[src/rtl/rom_ram_copy_arbiter.sv]
// rtl/rom_ram_copy_arbiter.sv - two-requester round-robin ROM-to-RAM block copy sequencer
module rom_ram_copy_arbiter #(
    parameter int ADDR_W = 4,
    parameter int LEN_W  = 5
) (
    input  logic              clk,
    input  logic              rst,
    input  logic              req0,
    input  logic [ADDR_W-1:0] src0,
    input  logic [ADDR_W-1:0] dst0,
    input  logic [LEN_W-1:0]  len0,
    output logic              done0,
    input  logic              req1,
    input  logic [ADDR_W-1:0] src1,
    input  logic [ADDR_W-1:0] dst1,
    input  logic [LEN_W-1:0]  len1,
    output logic              done1,
    output logic [ADDR_W-1:0] rom_addr,
    output logic              write_en,
    output logic [ADDR_W-1:0] ram_addr,
    output logic              busy,
    output logic              grant_id
);
    localparam int CNT_W = ADDR_W + 1;
    localparam int EXT_W = (LEN_W > CNT_W) ? LEN_W : CNT_W;
    localparam logic [EXT_W-1:0] MAX_LEN = EXT_W'(2 ** ADDR_W);

    typedef enum logic [1:0] {S_IDLE, S_ISSUE, S_DRAIN, S_DONE} state_t;

    state_t            r_state, w_next;
    logic [ADDR_W-1:0] r_rom_addr, r_ram_addr, r_next_dst;
    logic              r_write_en;
    logic [CNT_W-1:0]  r_left;
    logic              r_gid;
    logic              r_ptr;   // winner of the most recent contested grant
    logic              r_mask;  // r_gid is barred for the IDLE cycle right after its done

    logic              w_elig0, w_elig1, w_both, w_grant, w_gid;
    logic [ADDR_W-1:0] w_src, w_dst;
    logic [EXT_W-1:0]  w_len_ext;
    logic [CNT_W-1:0]  w_len_clamp;

    assign w_elig0     = req0 && !(r_mask && !r_gid);
    assign w_elig1     = req1 && !(r_mask && r_gid);
    assign w_both      = w_elig0 && w_elig1;
    assign w_grant     = (r_state == S_IDLE) && (w_elig0 || w_elig1);
    assign w_gid       = w_both ? !r_ptr : w_elig1;
    assign w_src       = w_gid ? src1 : src0;
    assign w_dst       = w_gid ? dst1 : dst0;
    assign w_len_ext   = EXT_W'(w_gid ? len1 : len0);
    assign w_len_clamp = (w_len_ext > MAX_LEN) ? CNT_W'(MAX_LEN) : CNT_W'(w_len_ext);

    always_ff @(posedge clk or posedge rst) begin
        if (rst) r_state <= S_IDLE;
        else     r_state <= w_next;
    end

    always_comb begin
        w_next = r_state;
        case (r_state)
            S_IDLE:  if (w_grant) w_next = S_ISSUE;
            S_ISSUE: begin
                if (r_left == '0)                w_next = S_DONE;
                else if (r_left == CNT_W'(1))    w_next = S_DRAIN;
            end
            S_DRAIN: w_next = S_DONE;
            default: w_next = S_IDLE;
        endcase
    end

    always_comb begin
        done0    = (r_state == S_DONE) && !r_gid;
        done1    = (r_state == S_DONE) && r_gid;
        busy     = (r_state == S_ISSUE) || (r_state == S_DRAIN) || (w_grant && !rst);
        grant_id = (w_grant && !rst) ? w_gid : r_gid;
    end

    always_ff @(posedge clk or posedge rst) begin
        if (rst) begin
            r_rom_addr <= '0;
            r_ram_addr <= '0;
            r_next_dst <= '0;
            r_write_en <= 1'b0;
            r_left     <= '0;
            r_gid      <= 1'b0;
            r_ptr      <= 1'b1;
            r_mask     <= 1'b0;
        end else begin
            case (r_state)
                S_IDLE: begin
                    r_mask     <= 1'b0;
                    r_write_en <= 1'b0;
                    if (w_grant) begin
                        r_gid      <= w_gid;
                        r_left     <= w_len_clamp;
                        r_next_dst <= w_dst;
                        if (w_both)             r_ptr      <= w_gid;
                        if (w_len_clamp != '0)  r_rom_addr <= w_src;
                    end
                end
                S_ISSUE: begin
                    if (r_left != '0) begin
                        r_write_en <= 1'b1;
                        r_ram_addr <= r_next_dst;
                        r_next_dst <= r_next_dst + ADDR_W'(1);
                        r_left     <= r_left - CNT_W'(1);
                        if (r_left != CNT_W'(1)) r_rom_addr <= r_rom_addr + ADDR_W'(1);
                    end
                end
                S_DRAIN: r_write_en <= 1'b0;
                default: begin
                    r_write_en <= 1'b0;
                    r_mask     <= 1'b1;
                end
            endcase
        end
    end

    assign rom_addr = r_rom_addr;
    assign ram_addr = r_ram_addr;
    assign write_en = r_write_en;
endmodule

[config.mk]
export PLATFORM = sky130hd
export DESIGN_NAME = rom_ram_copy_arbiter
export DESIGN_NICKNAME = d
export VERILOG_FILES = /design/src/rtl/rom_ram_copy_arbiter.sv
export SDC_FILE = /design/constraint.sdc
export NUM_CORES = 1
export LEC_CHECK = 0
export CAP_MARGIN = 10
export CORE_MARGIN = 4
export CORE_UTILIZATION = 49
export DETAILED_ROUTE_END_ITERATION = 10
export PLACE_DENSITY = 0.85
export SLEW_MARGIN = 20
export SYNTH_ARGS = -nofsm -noshare
export SYNTH_HDL_FRONTEND = slang
export SYNTH_SLANG_ARGS = --single-unit
[constraint.sdc]
create_clock -name clk -period 3.7 [get_ports clk]
set_input_delay 0.74 -clock clk [delete_from_list [all_inputs] [get_ports clk]]
set_output_delay 0.74 -clock clk [all_outputs]
set_load 0.01 [all_outputs]
Word-level counts from Yosys, hierarchy flattened
Cells that the tools add are included.
{"block": "op_classes", "magnitude_cmp": 1, "add_sub_neg": 3, "n_eq_ne": 10, "n_reduce_logical": 29, "mux": 24}
{"op": "$mux 4", "n": 8}
{"op": "$mux 5", "n": 4}
{"op": "$pmux 4 s2", "n": 2}
{"op": "$pmux 5 s2", "n": 1}
{"op": "$reduce_bool 5->1", "n": 2}
{"op": "$logic_and 1x1->1", "n": 9}
{"op": "$add 4x1->4 const B", "n": 2}
{"op": "$mux 2", "n": 3}
{"op": "$ne 2x1->1 const B", "n": 3}
{"op": "$pmux 2 s3", "n": 1}
{"op": "$reduce_and 2->1", "n": 3}
{"op": "$reduce_and 3->1", "n": 2}
{"op": "$eq 5x1->1 const B", "n": 1}
{"op": "$gt 5x5->1 const B", "n": 1}
{"op": "$logic_not 1->1", "n": 5}
{"op": "$logic_not 5->1", "n": 1}
{"op": "$ne 5x1->1 const B", "n": 1}
{"op": "$reduce_and 5->1", "n": 1}
{"op": "$sub 5x1->5 const B", "n": 1}
{"op": "$eq 2x2->1 const B", "n": 2}
{"op": "$mux 1", "n": 4}
{"op": "$logic_or 1x1->1", "n": 3}
{"op": "$ne 3x3->1 const B", "n": 1}
{"op": "$eq 2x1->1 const B", "n": 1}
{"op": "other kinds (5)", "n": 5}
{"block": "totals", "out_inout_bits": 13, "register_bits": 23, "inputBits": 30, "elab_cells": 76}

Depth between registers and ports, before layout
Gate-level depths: netlist (run 1).
{"block": "depth", "word_depth": 13, "mapped_depth": 8, "mapped_depth_nobuf": 7}

Worst setup path before layout (run 1)
OpenSTA, ideal clock, no wires.
{"block": "synth_timing", "path_type": "input to output", "from": "input req1", "to": "output grant_id", "path_buffers": 2, "arrival_time_ns": 1.940, "required_time_ns": 2.960, "setup_slack_ns": 1.020, "stages": 5, "path_cell_list": "a21bo_2 > or2_2 > buf_2 > buf_2 > o31ai_1"}
{"block": "synth_via", "elab_chain_len": 5, "word_cells_on_any_way": 7, "cone_classes": "mux: 2; reduce/logical: 5"}
{"item": "start, declared", "line_no": "13", "text": "input logic req1,"}
{"item": "$logic_and 1x1->1 (*)", "line_no": "44", "text": "assign w_elig1 = req1 && !(r_mask && r_gid);"}
{"item": "$logic_or 1x1->1", "line_no": "46", "text": "assign w_grant = (r_state == S_IDLE) && (w_elig0 || w_elig1);"}
{"item": "$logic_and 1x1->1", "line_no": "46"}
{"item": "$logic_and 1x1->1", "line_no": "75", "text": "grant_id = (w_grant && !rst) ? w_gid : r_gid;"}
{"item": "$mux 1 (*)", "line_no": "75"}
{"item": "end, declared", "line_no": "22", "text": "output logic grant_id"}
Mark *: on every way between the ends. The rest lies on a longest branch, timed or not.

Final worst setup path (run 1)
Ends and elaborated chain as after synthesis.

==> results of run 1 <==
[sequential cells by signal, summed over array words and instances (netlist names)]
signal	cells
rom_addr	4
r_left	5
r_mask	1
r_next_dst	4
r_gid	1
ram_addr	4
write_en	1
r_state	2
r_ptr	1
[final cells by class]
class,count,area (sq um),area share (%)
multi-input cells,137,986,46.3
flip-flops and latches,23,577,27.1
repair buffers,45,443,20.8
well taps,44,55.1,2.59
inverters,11,41.3,1.94
clock buffers,3,22.5,1.06
clock inverters,1,5.00,0.235
[per-layer routing]
metal | track usage [%] | wire, um | vias to the layer above
met5 | 0 | 0 | -
met4 | 7.77 | 58 | 0
met3 | 3.76 | 303 | 5
met2 | 34.0 | 2050 | 66
met1 | 27.6 | 1920 | 756
li1 | - | - | 751
[worst min-delay path, cell delays in order, from the launching register on]
cell and delay (ns):
dfrtp_1 0.37, nand2_1 0.05, o21ai_0 0.06
[cell families after synthesis]
family          share of synthesized area [%]
compound gates                           22.5
flops                                    35.4
buf+inv                                  4.14
xor+xnor                                0.537
simple gates                             19.9
mux                                      10.7
fa+ha+maj                                6.91
[layout by cell type, fill, tap and decap left out, types with 4 or more instances in the layout]
master            n
nand2_1          13
mux2_2           11
clkdlybuf4s50_1  42
mux2i_1           5
a311oi_1          4
dfrtp_1          22
nor2_1           12
o21ai_0          12
nand3_1           6
o211ai_1          4
inv_1            10
nor3_1            7
nor3b_1           4
ha_1              9
o31ai_1           4
a21oi_1           8
[power by group through the flow]
stage / clock network [mW] / logic [mW] / registers [mW]
after floorplan: 0 / 0.667 / 0.492
after global placement: 0 / 0.974 / 0.491
after detailed placement: 0 / 1.02 / 0.506
after CTS: 0.126 / 1.02 / 0.500
after global routing: 0.141 / 1.12 / 0.520
final: 0.125 / 1.03 / 0.502
[worst max-delay path by stage]
stage | depth (start not counted) | endpoint
2_1_floorplan | 5 | grant_id
3_3_place_gp | 5 | grant_id
3_5_place_dp | 5 | grant_id
4_1_cts | 5 | grant_id
5_1_grt | 6 | grant_id
6_report | 5 | grant_id
[Yosys cell counts (all sizes together)]
| library cell | count | area, sq um |
|---|---|---|
| a31oi | 2 | 27.5 |
| nand4 | 2 | 12.5 |
| nand3 | 6 | 30.0 |
| buf | 4 | 18.8 |
| o211ai | 4 | 30.0 |
| a21bo | 1 | 10.0 |
| o211a | 1 | 10.0 |
| inv | 10 | 37.5 |
| dfrtp | 22 | 551 |
| nor2 | 12 | 45.0 |
| o32ai | 3 | 26.3 |
| a211oi | 2 | 15.0 |
| or2 | 3 | 18.8 |
| and4 | 2 | 17.5 |
| o21bai | 1 | 7.51 |
| and3 | 3 | 18.8 |
| or3 | 1 | 6.26 |
| nand2b | 1 | 6.26 |
| a21oi | 8 | 40.0 |
| o31ai | 4 | 30.0 |
| a2bb2oi | 1 | 8.76 |
| a311oi | 4 | 35.0 |
| mux2 | 11 | 124 |
| nor2b | 1 | 6.26 |
| xnor2 | 1 | 8.76 |
| o21ai | 12 | 60.1 |
| or2b | 1 | 7.51 |
| nand2 | 13 | 48.8 |
| and2 | 1 | 6.26 |
| a31o | 2 | 17.5 |
| clkbuf | 2 | 7.51 |
| and3b | 1 | 8.76 |
| mux2i | 5 | 50.1 |
| a221oi | 1 | 15.0 |
| o311ai | 1 | 8.76 |
| o32a | 1 | 10.0 |
| ha | 9 | 113 |
| a21o | 2 | 15.0 |
| nor3 | 7 | 35.0 |
| clkinv | 1 | 3.75 |
| nor3b | 4 | 30.0 |
| or4 | 2 | 18.8 |
| dfstp | 1 | 26.3 |
| nand3b | 1 | 7.51 |
[per-stage QoR]
| step | hold slack (ns) | cell area (sq um) |
|---|---|---|
| finish | 0.512 | 2130 |
| global route | 0.528 | 2130 |
| CTS | 0.514 | 2130 |
| detailed placement | 0.491 | 2100 |
| global placement | 0.465 | 2100 |
| floorplan | 0.467 | 1630 |
==> flow_metrics.tcl, run 1 <==
set metrics [dict create \
    ys_seq_elements 23 \
    die_y_um 65.7 \
    cts_tree "yes" \
    post-route-util_pct 68.1 \
    skew_ns 0.000971 \
    drcViolationCount 0 \
    pwr-share-comb_pct 62.1 \
    power_density_mw_per_mm2 776 \
    peakVddDrop_mv 0.597 \
    drt_pass1_iterations 4 \
    cts_buffers 3 \
    grt_pass1_wl_um 7080 \
    cts_max_level 1 \
    wl_um 4330 \
    holdCritStartpoint "ram_addr[0]" \
    crit_start "req1" \
    max_slew_margin_pct 39.5 \
    reg2regPathDepth 8 \
    fillers 270 \
    dieArea_sq_mm 0.00431 \
    fmax_ghz 0.292 \
    areaGrowthSynthToFinish_pct 30.6 \
    finalNonFillerCells 264 \
    whs_endpoint "ram_addr[0]" \
    num_rows 20 \
    ios 43 \
    clock-root-buffer "clkbuf_4" \
    cp_top_family "buffers and inverters" \
    crit_type "input pin to output port" \
    via_count 1578 \
    synth_area_per_cell_sq_um 9.21 \
    antenna_cells 0 \
    switching_share_pct 44.6 \
    crit_required_ns 2.96 \
    p_sw_mw 0.737 \
    tns_ns 0 \
    min_path_cells 2 \
    maxCapViolCount 0 \
    min_period_ns 3.43 \
    slowest_delay_ns 0.58 \
    crit_top_cell "clkdlybuf4s50_1" \
    yosysWarningCount 0 \
    synth_cell_types 47 \
    p_leak_nw 0.873 \
    total_power_mw 1.65 \
    rsz0062_at_grt "no" \
    dp_cells 260 \
    viasPerCell 5.98 \
    hp-class "register to register" \
    slew_viol_final 0 \
    place_congestion 0.834 \
    die_x_um 65.7 \
    grt_start_max_net_pins 24 \
    fp.coreArea_sq_mm 0.00313 \
    crit-reg2reg-capture "r_next_dst[2]" \
    yosysSeqAreaShare_pct 35.4 \
    hpwl_um 3240 \
    clkPwrFrac_pct 7.6 \
    clock_path_buffers 2 \
    start_util_pct 52.1 \
    syn_nets 216 \
    setup_viol 0 \
    setup_ws_ns 0.270 \
    post-route-period-util_pct 92.7 \
    drive_gt1_share_pct 12.7 \
    share_seq_of_total_power_pct 30.4 \
    portBuffers 42 \
    grt_pass1_vias 1533 \
    r2r_start "r_state[0]" \
    cts_resized 0 \
    ant_nets 0 \
    clkTransAtPathRegs_ns 0.13 \
    status "complete, no violations" \
    cts_hold_buf 0 \
    grt_overflow_total 0 \
    routedWlPerCell_um 16.4 \
    cp_max_fo 5 \
    end_kind "output port" \
    fin_nets 260 \
    crit_path_start_kind "input pin" \
    clk_latency_ns 0.33 \
    antenna_found_initial 0 \
    postCtsSetupRepairBufs 0 \
    synth_area_sq_mm 0.00163 \
    cp_cell_sequence "clkdlybuf4s50_1 > a21bo_2 > or2_2 > o31ai_1 > clkdlybuf4s50_1" \
    max_slew.worst_pin.slew_ns 0.906 \
    arrival_ns 2.69 \
    grtUsageTotal_pct 21.0 \
    p_int_mw 0.916 \
    drtIter0Drc 106 \
    r2r_slack_ns 1.39 \
    finalHoldViolations 0 \
    netlist_instances 177 \
    pre_cts_ws_ns 0.279 \
    worst-path-buf-inv 2 \
    cp_slowest_cell "clkdlybuf4s50_1" \
    cts_sinks 23 \
]
Note: power is estimated with default switching activity, not from simulation.
==> inputs of run 2 (changes only) <==
--- a/config.mk
+++ b/config.mk
@@ -5,11 +5,12 @@
 export SDC_FILE = /design/constraint.sdc
 export NUM_CORES = 1
 export LEC_CHECK = 0
-export CAP_MARGIN = 10
+export CAP_MARGIN = 0
 export CORE_MARGIN = 4
-export CORE_UTILIZATION = 49
+export CORE_UTILIZATION = 40
+export CTS_BUF_LIST = sky130_fd_sc_hd__clkbuf_4 sky130_fd_sc_hd__clkbuf_8 sky130_fd_sc_hd__clkbuf_16
 export DETAILED_ROUTE_END_ITERATION = 10
-export PLACE_DENSITY = 0.85
+export PLACE_DENSITY = 0.72
 export SLEW_MARGIN = 20
 export SYNTH_ARGS = -nofsm -noshare
 export SYNTH_HDL_FRONTEND = slang
==> run 2 against run 1 <==
Via count fell by 5.3%. Non-clock buffer count did not move. Clock skew rose by 0.0095 ns. Sequential power fell by 2%. Cell count rose by 1.5%. Sequential cell count did not move. Routed wire length fell by 6.0%. Core utilization fell by 11 points. Critical path type unchanged. Largest power group unchanged. Highest routed layer unchanged.
==> flow_metrics.tcl, run 2 (same netlist as run 1, synthesis figures left out) <==
set metrics [dict create \
    status "complete, no violations" \
    worst-path-buf-inv 2 \
    clk_latency_ns 0.27 \
    cp_top_family "buffers and inverters" \
    reg2regPathDepth 8 \
    die_x_um 71.8 \
    final_common_cell "clkdlybuf4s50_1" \
    portBuffers 42 \
    fmax_ghz 0.295 \
    crit_path_start_kind "input pin" \
    hp-class "register to register" \
    max_slew.worst_pin.slew_ns 0.896 \
    cts_buffers 3 \
    place_congestion 0.789 \
    fin_hold_ws_ns 0.483 \
    arrival_ns 2.65 \
    total_power_mw 1.66 \
    antenna_cells 0 \
    cts_resized 0 \
    holdCritStartpoint "ram_addr[0]" \
    post-route-util_pct 56.7 \
    min_period_ns 3.39 \
    die_y_um 71.8 \
    grtUsageTotal_pct 16.7 \
    largest_reg_flops 5 \
    r2r_slack_ns 1.33 \
    fin_nets 260 \
    clkTransAtPathRegs_ns 0.09 \
    crit_required_ns 2.96 \
    finalNonFillerCells 268 \
    critical_path_depth 5 \
    hpwl_um 2980 \
    drt_pass1_iterations 4 \
    routedWlPerCell_um 15.2 \
    peakVddDrop_mv 0.580 \
    most-common-layout-cells "clkdlybuf4s50_1 (42), dfrtp_1 (22), nand2_1 (13)" \
    cp_slowest_cell "clkdlybuf4s50_1" \
    clock-root-buffer "clkbuf_8" \
    regMostFlops "r_left" \
    grt_pass1_vias 1456 \
    post-route-period-util_pct 91.6 \
    rsz0062_at_grt "no" \
    grt_start_max_net_pins 24 \
    dp_cells 264 \
    dieArea_sq_mm 0.00516 \
    cp_max_fo 5 \
    wl_um 4070 \
    tns_ns 0 \
    power_density_mw_per_mm2 770 \
    cts_sinks 23 \
    slowest_delay_ns 0.57 \
    cts_hold_buf 0 \
    cts_tree "yes" \
    slew_viol_final 0 \
    drtIter0Drc 130 \
    ios 43 \
    fp.coreArea_sq_mm 0.00380 \
    r2r_start "r_state[0]" \
    start_util_pct 42.9 \
    ant_nets 0 \
    cp_cell_sequence "clkdlybuf4s50_1 > a21bo_2 > or2_2 > o31ai_1 > clkdlybuf4s50_1" \
    drcViolationCount 0 \
    antenna_found_initial 0 \
    skew_ns 0.0104 \
    maxCapViolCount 0 \
    p_leak_nw 0.880 \
    grt_overflow_total 0 \
    setup_viol 0 \
    max_slew_margin_pct 40.2 \
    drive_gt1_share_pct 12.7 \
    viasPerCell 5.57 \
    via_count 1494 \
    min_path_cells 2 \
    end_kind "output port" \
    num_rows 22 \
    clock_path_buffers 2 \
    postCtsSetupRepairBufs 0 \
    crit-reg2reg-capture "r_next_dst[2]" \
    crit_type "input pin to output port" \
    cts_max_level 1 \
    grt_pass1_wl_um 6920 \
    areaGrowthSynthToFinish_pct 32.1 \
    whs_endpoint "ram_addr[0]" \
    crit_top_cell "clkdlybuf4s50_1" \
    finalHoldViolations 0 \
]
## run 2: cell counts in the layout (fill, tap and decap cells not counted)
Identical to the previous run, type by type.
## run 2: stage by stage
step           worst slack (ns)  cell area, sq um
5_1_grt                   0.222              2150
4_1_cts                   0.304              2150
3_3_place_gp              0.348              2110
3_5_place_dp              0.317              2110
2_1_floorplan              1.02              1630
6_report                  0.311              2150
## run 2: worst max-delay path by stage
stage | to | from | slack, ns
3_3_place_gp | grant_id | req1 | 0.35
6_report | grant_id | req1 | 0.31
4_1_cts | grant_id | req1 | 0.30
3_5_place_dp | grant_id | req1 | 0.32
2_1_floorplan | grant_id | req1 | 1.02
5_1_grt | grant_id | req1 | 0.22
## run 2: routing by layer
metal / GRT usage [%] / routed length (um) / vias up
met2: 28.1 / 1950 / 44
li1: - / - / 746
met1: 22.4 / 1890 / 700
met4: 3.13 / 25 / 0
met3: 3.09 / 199 / 4
met5: 0 / 0 / -
## run 2: worst reg2reg max path, cell delays in order, from the launching register on
cell,delay (ns)
dfrtp_1,0.43
inv_1,0.10
ha_1,0.47
nor3b_1,0.36
a31o_2,0.27
a311oi_1,0.07
buf_4,0.23
and4_1,0.20
nor3_1,0.16
## run 2: power by group
group	internal, mW	switching, mW
clock network	0.0753	0.0835
logic	0.497	0.508
registers	0.379	0.115
## run 2: layout make-up
class	count	area [sq um]
clock inverters	1	5.00
repair buffers	45	443
well taps	48	60.1
flip-flops and latches	23	577
multi-input cells	137	986
fillers	363	1650
clock buffers	3	41.3
inverters	11	41.3
